File: src/rtl/hazard_unit.sv
// rtl/hazard_unit.sv - pipeline hazard control: forwarding, load-use stall, syscall drain
//
// Purpose:
//   Drives stall, flush and operand-forwarding controls from the EX-side
//   fields of ID/EX plus the MEM and WB destination fields. A syscall in EX
//   freezes the front end, waits DRAIN_CYCLES for the back end to empty,
//   then raises SYS_req until the handler acks. Stall cycles are counted
//   in a saturating 16-bit counter for performance debug.
//
// Ports:
//   clk, rst_n                      clock, asynchronous active-low reset
//   ID__hazard_rs_id/_rt_id         source indices of the ID instruction
//   ID__hazard_uses_rt              ID instruction reads rt
//   stage_ID_EX__hazard_*           EX instruction: memread, sys_en, rs, rt
//   stage_EX_MEM__hazard_*          MEM instruction: regwrite, rd
//   stage_MEM_WB__hazard_*          WB instruction: regwrite, rd
//   SYS__hazard_ack                 system handler completion
//   hazard__IF_pc_stall             hold PC
//   hazard__stage_IF_ID_stall       hold IF/ID
//   hazard__stage_ID_EX_flush       insert bubble into ID/EX
//   hazard__EX_fwd_a/_fwd_b         operand source: 00 RF, 10 EX/MEM, 01 MEM/WB
//   hazard__SYS_req                 request to the system handler (registered)
//   hazard__stall_count             saturating stall-cycle count
module hazard_unit #(
  parameter int DRAIN_CYCLES = 3
) (
  input  logic        clk,
  input  logic        rst_n,
  input  logic [4:0]  ID__hazard_rs_id,
  input  logic [4:0]  ID__hazard_rt_id,
  input  logic        ID__hazard_uses_rt,
  input  logic        stage_ID_EX__hazard_memread,
  input  logic        stage_ID_EX__hazard_sys_en,
  input  logic [4:0]  stage_ID_EX__hazard_rs_id,
  input  logic [4:0]  stage_ID_EX__hazard_rt_id,
  input  logic        stage_EX_MEM__hazard_regwrite,
  input  logic [4:0]  stage_EX_MEM__hazard_rd_id,
  input  logic        stage_MEM_WB__hazard_regwrite,
  input  logic [4:0]  stage_MEM_WB__hazard_rd_id,
  input  logic        SYS__hazard_ack,
  output logic        hazard__IF_pc_stall,
  output logic        hazard__stage_IF_ID_stall,
  output logic        hazard__stage_ID_EX_flush,
  output logic [1:0]  hazard__EX_fwd_a,
  output logic [1:0]  hazard__EX_fwd_b,
  output logic        hazard__SYS_req,
  output logic [15:0] hazard__stall_count
);

  typedef enum logic [1:0] {
    IDLE  = 2'd0,
    DRAIN = 2'd1,
    REQ   = 2'd2
  } state_t;

  // The counter is loaded with D-1 so that DRAIN lasts exactly D cycles
  // (the cnt==0 cycle is the last DRAIN cycle).
  localparam logic [3:0] DRAIN_LOAD = 4'(DRAIN_CYCLES - 1);

  state_t      state;
  logic [3:0]  cnt;
  logic        sys_req;
  logic [15:0] stall_count;
  logic        lu;
  logic        sys_hold;
  logic        stall;

  // EX/MEM is the younger producer, so it wins over MEM/WB. Register 0 is
  // hard-wired zero and never forwarded.
  function automatic logic [1:0] fwd_sel(
    input logic [4:0] src,
    input logic       mem_rw,
    input logic [4:0] mem_rd,
    input logic       wb_rw,
    input logic [4:0] wb_rd
  );
    logic [1:0] sel;
    sel = 2'b00;
    if (mem_rw && (mem_rd != 5'd0) && (mem_rd == src)) begin
      sel = 2'b10;
    end else if (wb_rw && (wb_rd != 5'd0) && (wb_rd == src)) begin
      sel = 2'b01;
    end
    return sel;
  endfunction

  assign hazard__EX_fwd_a = fwd_sel(stage_ID_EX__hazard_rs_id,
                                    stage_EX_MEM__hazard_regwrite, stage_EX_MEM__hazard_rd_id,
                                    stage_MEM_WB__hazard_regwrite, stage_MEM_WB__hazard_rd_id);
  assign hazard__EX_fwd_b = fwd_sel(stage_ID_EX__hazard_rt_id,
                                    stage_EX_MEM__hazard_regwrite, stage_EX_MEM__hazard_rd_id,
                                    stage_MEM_WB__hazard_regwrite, stage_MEM_WB__hazard_rd_id);

  // Load in EX whose destination is read by the ID instruction.
  assign lu = stage_ID_EX__hazard_memread
           && (stage_ID_EX__hazard_rt_id != 5'd0)
           && ((stage_ID_EX__hazard_rt_id == ID__hazard_rs_id)
               || (ID__hazard_uses_rt && (stage_ID_EX__hazard_rt_id == ID__hazard_rt_id)));

  // The syscall freezes the front end from the very cycle it sits in EX,
  // before the FSM has left IDLE.
  assign sys_hold = ((state == IDLE) && stage_ID_EX__hazard_sys_en) || (state != IDLE);
  assign stall    = lu || sys_hold;

  assign hazard__IF_pc_stall       = stall;
  assign hazard__stage_IF_ID_stall = stall;
  assign hazard__stage_ID_EX_flush = stall;
  assign hazard__SYS_req           = sys_req;
  assign hazard__stall_count       = stall_count;

  always_ff @(posedge clk or negedge rst_n) begin
    if (!rst_n) begin
      state       <= IDLE;
      cnt         <= 4'd0;
      sys_req     <= 1'b0;
      stall_count <= 16'd0;
    end else begin
      if (stall && (stall_count != 16'hFFFF)) begin
        stall_count <= stall_count + 16'd1;
      end
      case (state)
        IDLE: begin
          if (stage_ID_EX__hazard_sys_en) begin
            state <= DRAIN;
            cnt   <= DRAIN_LOAD;
          end
        end
        DRAIN: begin
          if (cnt == 4'd0) begin
            state   <= REQ;
            sys_req <= 1'b1;
          end else begin
            cnt <= cnt - 4'd1;
          end
        end
        REQ: begin
          if (SYS__hazard_ack) begin
            state   <= IDLE;
            sys_req <= 1'b0;
          end
        end
        default: begin
          state   <= IDLE;
          sys_req <= 1'b0;
        end
      endcase
    end
  end

endmodule

File: config.mk
export PLATFORM = sky130hd
export DESIGN_NAME = hazard_unit
export DESIGN_NICKNAME = d
export VERILOG_FILES = /design/src/rtl/hazard_unit.sv
export SDC_FILE = /design/constraint.sdc
export NUM_CORES = 1
export LEC_CHECK = 0
export ABC_AREA = 0
export BUFFER_PORTS_ARGS = -buffer_cell sky130_fd_sc_hd__buf_4
export CORE_ASPECT_RATIO = 1.2
export CORE_UTILIZATION = 36
export DETAILED_ROUTE_END_ITERATION = 16
export PLACE_DENSITY = 0.67
export SETUP_SLACK_MARGIN = 0.15
export SLEW_MARGIN = 30
export SYNTH_ARGS = -nofsm -noshare
export SYNTH_HDL_FRONTEND = slang
export SYNTH_SLANG_ARGS = --single-unit
File: constraint.sdc
create_clock -name clk -period 2.2 [get_ports clk]
set_input_delay 0.22 -clock clk [delete_from_list [all_inputs] [get_ports clk]]
set_output_delay 0.22 -clock clk [all_outputs]
set_load 0.03 [all_outputs]
==> metrics.txt <==
# TYPE chip_impl_metric gauge
chip_impl_metric{name="post-route-drc-count",unit=""} 0
chip_impl_metric{name="relSlewSlack",unit=""} 0.629
chip_impl_metric{name="post-route-cell-area",unit="sq um"} 2200
chip_impl_metric{name="timing.reg2reg.worst_path_depth",unit=""} 6
chip_impl_metric{name="via_per_inst",unit=""} 5.07
chip_impl_metric{name="finalWorstPathRequiredPeriod",unit="ps"} 1980
chip_impl_metric{name="finClkSkew",unit="ps"} 2.39
chip_impl_metric{name="leakage",unit="nW"} 0.985
chip_impl_metric{name="slowest_delay",unit="ps"} 400
chip_impl_metric{name="num_io_pins",unit=""} 62
chip_impl_info{name="cp_slowest_cell",value="dfrtp_2"} 1
chip_impl_metric{name="path_buf_inv",unit=""} 0
chip_impl_metric{name="grt_pass1_vias",unit=""} 1386
chip_impl_metric{name="multi_input_comb_area",unit="sq um"} 991
chip_impl_metric{name="finalPower",unit="mW"} 2.14
chip_impl_metric{name="design.core.area",unit="sq um"} 4260
chip_impl_metric{name="layout.area.seq",unit="sq um"} 578
chip_impl_metric{name="initial_antenna_violation_count",unit=""} 0
chip_impl_metric{name="fin_crit_sh",unit=""} 0.899
chip_impl_info{name="cts_tree",value="yes"} 1
chip_impl_metric{name="drc_violation_total_after_the_first_tritonroute_iteration",unit=""} 39
chip_impl_metric{name="io_buffers",unit=""} 61
chip_impl_info{name="status",value="completed"} 1
chip_impl_metric{name="setup_total_negative_slack",unit="ps"} 0
chip_impl_metric{name="total_power_per_unit_cell_area",unit="nW/um^2"} 973
chip_impl_metric{name="post_layout_util",unit=""} 0.516
chip_impl_metric{name="met2_routed_wirelength",unit="microns"} 1790
chip_impl_metric{name="worstSkewPairLatency",unit="ps"} 260
chip_impl_metric{name="route.met3.wl",unit="microns"} 248
chip_impl_metric{name="grt.overflow.total",unit=""} 0
chip_impl_metric{name="max_clock_freq",unit="MHz"} 505
chip_impl_metric{name="placedInstanceArea",unit="sq um"} 2120
chip_impl_info{name="grt_setup_unrepaired",value="true"} 1
chip_impl_metric{name="hold_slack",unit="ps"} 224
chip_impl_metric{name="final_hold_vios",unit=""} 0
chip_impl_metric{name="fin_nets",unit=""} 276
chip_impl_info{name="min_delay_worst_endpoint",value="hazard__SYS_req$_DFFE_PN0P_"} 1
chip_impl_metric{name="yosysSeqAreaShare",unit=""} 0.362
chip_impl_metric{name="max-clock-path-buffers",unit=""} 2
chip_impl_metric{name="finalWeightedCongestion",unit=""} 0.853
chip_impl_metric{name="drive_gt1_frac",unit=""} 0.340
chip_impl_info{name="crit_family",value="simple AND/OR/NAND/NOR gates"} 1
chip_impl_metric{name="netlist.area_leader.share",unit=""} 0.362
chip_impl_metric{name="std_cell_rows",unit=""} 26
chip_impl_metric{name="wl",unit="microns"} 3780
chip_impl_metric{name="num_antenna_cells",unit=""} 0
chip_impl_metric{name="grt_first_pass_wirelength",unit="microns"} 6200
chip_impl_info{name="holdCritStartpoint",value="SYS__hazard_ack"} 1
chip_impl_metric{name="grt_max_degree",unit=""} 24
chip_impl_metric{name="die_w",unit="microns"} 62.7
chip_impl_metric{name="maxCapViolations",unit=""} 0
chip_impl_metric{name="cts.sink_count",unit=""} 23
chip_impl_info{name="yosys-top-cells-area",value="dfrtp_1 (36%), xor2_1 (12%), xnor2_1 (9.4%)"} 1
chip_impl_metric{name="filler_cell_count",unit=""} 443
chip_impl_metric{name="hpwl_reported_at_the_end_of_detailed_placement",unit="microns"} 3000
chip_impl_info{name="synth_largest_area_cell",value="dfrtp_1"} 1
chip_impl_info{name="crit-reg2reg-capture",value="hazard__stall_count[1]$_DFFE_PN0P_"} 1
chip_impl_metric{name="wl_met1",unit="microns"} 1680
chip_impl_info{name="topRoutingLayerUsed",value="met4"} 1
chip_impl_metric{name="die_h",unit="microns"} 74.8
chip_impl_metric{name="ant_nets",unit=""} 0
chip_impl_metric{name="floorplan.die_area",unit="sq um"} 4680
chip_impl_metric{name="worst_slew_pin_slew",unit="ps"} 557
chip_impl_info{name="crit_path_cell_trace",value="ha_1 > nand4_1 > nor4_4 > a21boi_1 > a21oi_4 > mux2_1"} 1
chip_impl_metric{name="initial_core_util",unit=""} 0.373
chip_impl_metric{name="distinct_cells_synth",unit=""} 40
chip_impl_metric{name="setup_viol_count_final",unit=""} 0
chip_impl_metric{name="number_of_buffers_created_by_cts",unit=""} 3
chip_impl_metric{name="routed-via-count",unit=""} 1475
chip_impl_info{name="mostFrequentLayoutCells",value="buf_4 (65), xor2_1 (22), dfrtp_1 (21)"} 1
chip_impl_metric{name="syn_avg_cell_area",unit="sq um"} 9.13
chip_impl_info{name="layout_commonest_cell",value="buf_4"} 1
chip_impl_metric{name="hold-path-cell-count",unit=""} 4
chip_impl_metric{name="h_tree_levels",unit=""} 1
chip_impl_info{name="ws_path_type",value="reg2reg"} 1
chip_impl_info{name="ctsRootBufferMaster",value="clkbuf_8"} 1
chip_impl_metric{name="slew_violations",unit=""} 0
chip_impl_info{name="kind_of_end_point_of_the_critical_path",value="flop"} 1
chip_impl_metric{name="synth-async-reset-ratio",unit=""} 1.00
chip_impl_info{name="timing.hold.worst.class",value="in2reg"} 1
chip_impl_info{name="r2r_start",value="hazard__stall_count[0]$_DFFE_PN0P_"} 1
chip_impl_metric{name="synth.net_count",unit=""} 214
chip_impl_info{name="synth_flop_cell",value="dfrtp_1"} 1
chip_impl_metric{name="area_growth",unit="%"} 38.5
chip_impl_metric{name="post_drt_wl_per_cell",unit="microns"} 13.0
chip_impl_metric{name="timing.critical_path.arrival",unit="ps"} 2130
chip_impl_metric{name="grtUsageTotal",unit=""} 0.164
chip_impl_metric{name="reg2reg_setup_slack",unit="ps"} 220
chip_impl_metric{name="crit_path_max_fanout",unit=""} 9
chip_impl_info{name="startpoint_type",value="flop"} 1
chip_impl_metric{name="power.ir.vdd_worst",unit="mV"} 0.592
chip_impl_metric{name="yosysWarningCount",unit=""} 0
chip_impl_metric{name="post_syn_instances",unit=""} 174
chip_impl_metric{name="ys_seq_elements",unit=""} 23
chip_impl_metric{name="worst_ep_required_time",unit="ps"} 2350
chip_impl_metric{name="synth_area",unit="sq um"} 1590
chip_impl_metric{name="detail_route.first_pass.iterations",unit=""} 4
chip_impl_metric{name="cts.clk_slew.worst_paths",unit="ps"} 80
chip_impl_metric{name="count_of_flip_flops_with_a_built_in_enable_after_synthesis",unit=""} 0
[flip-flops by register name (all words and copies together) (netlist names)]
register	count
state	2
hazard__stall_count	16
hazard__SYS_req	1
cnt	4
[kinds of logic (layout without fill, tap and decap cells)]
family,Yosys count,count (layout),share of synthesized area
AO/OA/AOI/OAI,31,31,0.130
XOR/XNOR,39,39,0.215
adder cells (fa/ha/maj),2,2,0.0157
buffers and inverters,14,75,0.0417
flip-flops,23,23,0.362
multiplexers,4,4,0.0276
AND/OR/NAND/NOR,61,61,0.208
[power by group]
part	internal, mW	total (mW)	leakage (nW)	switching, mW
clock	0.129	0.256	0.0228	0.127
combinational	0.500	1.13	0.690	0.631
sequential	0.582	0.755	0.272	0.173
total	1.21	2.14	0.985	0.931
[final cells by class]
cell class,instances,area share
multi-input cells,137,0.450
flip-flops and latches,23,0.263
repair buffers,66,0.226
well taps,56,0.0318
clock buffers,4,0.0205
inverters,5,0.00853
[metrics by stage]
stage | instances | setup WS, ps
floorplan | 174 | 74.6
global placement | 285 | 170
detailed placement | 285 | 146
CTS | 290 | 200
global route | 291 | 48.3
finish | 291 | 222
[layer usage]
layer | global-route usage | vias up
li1 | - | 731
met1 | 0.201 | 680
met2 | 0.292 | 58
met3 | 0.0303 | 6
met4 | 0.0568 | 0
met5 | 0 | -
[Yosys cell counts, types with 4 or more instances]
master,count
a21oi_1,8
and3_1,4
buf_2,5
dfrtp_1,23
inv_1,5
nand2_1,14
nand3_1,7
nor2_1,8
nor4_1,8
o21ai_0,6
or4_1,5
xnor2_1,17
xor2_1,22
[worst reg2reg max path, delay by kind of cell (launching register included)]
kind	cells	cell delay, ps
adders and majority gates	1	190
DFF	1	400
and+or+nand+nor	2	490
AOI/OAI and AO/OA	2	450
muxes	1	350
[what timing repair did]
action | in CTS | in global routing
setup endpoints to repair | 0 | 9
buffers inserted | 0 | 1
endpoints found under the hold margin | 23 | 0
gates resized for setup | 0 | 4
hold buffers | 1 | 0
[worst max path at each step]
stage,from,end,slack (ps),cells past startpoint
2_1_floorplan,stage_EX_MEM__hazard_rd_id[1],hazard__EX_fwd_a[0],70,4
6_report,hazard__stall_count[0]$_DFFE_PN0P_,hazard__stall_count[1]$_DFFE_PN0P_,220,6
3_5_place_dp,stage_ID_EX__hazard_rt_id[1],hazard__stall_count[1]$_DFFE_PN0P_,150,6
4_1_cts,stage_EX_MEM__hazard_rd_id[1],hazard__EX_fwd_a[0],200,6
5_1_grt,hazard__stall_count[0]$_DFFE_PN0P_,hazard__stall_count[1]$_DFFE_PN0P_,50,6
3_3_place_gp,stage_ID_EX__hazard_rt_id[1],hazard__stall_count[1]$_DFFE_PN0P_,170,6
No activity file was read; power rests on OpenSTA's default activity.
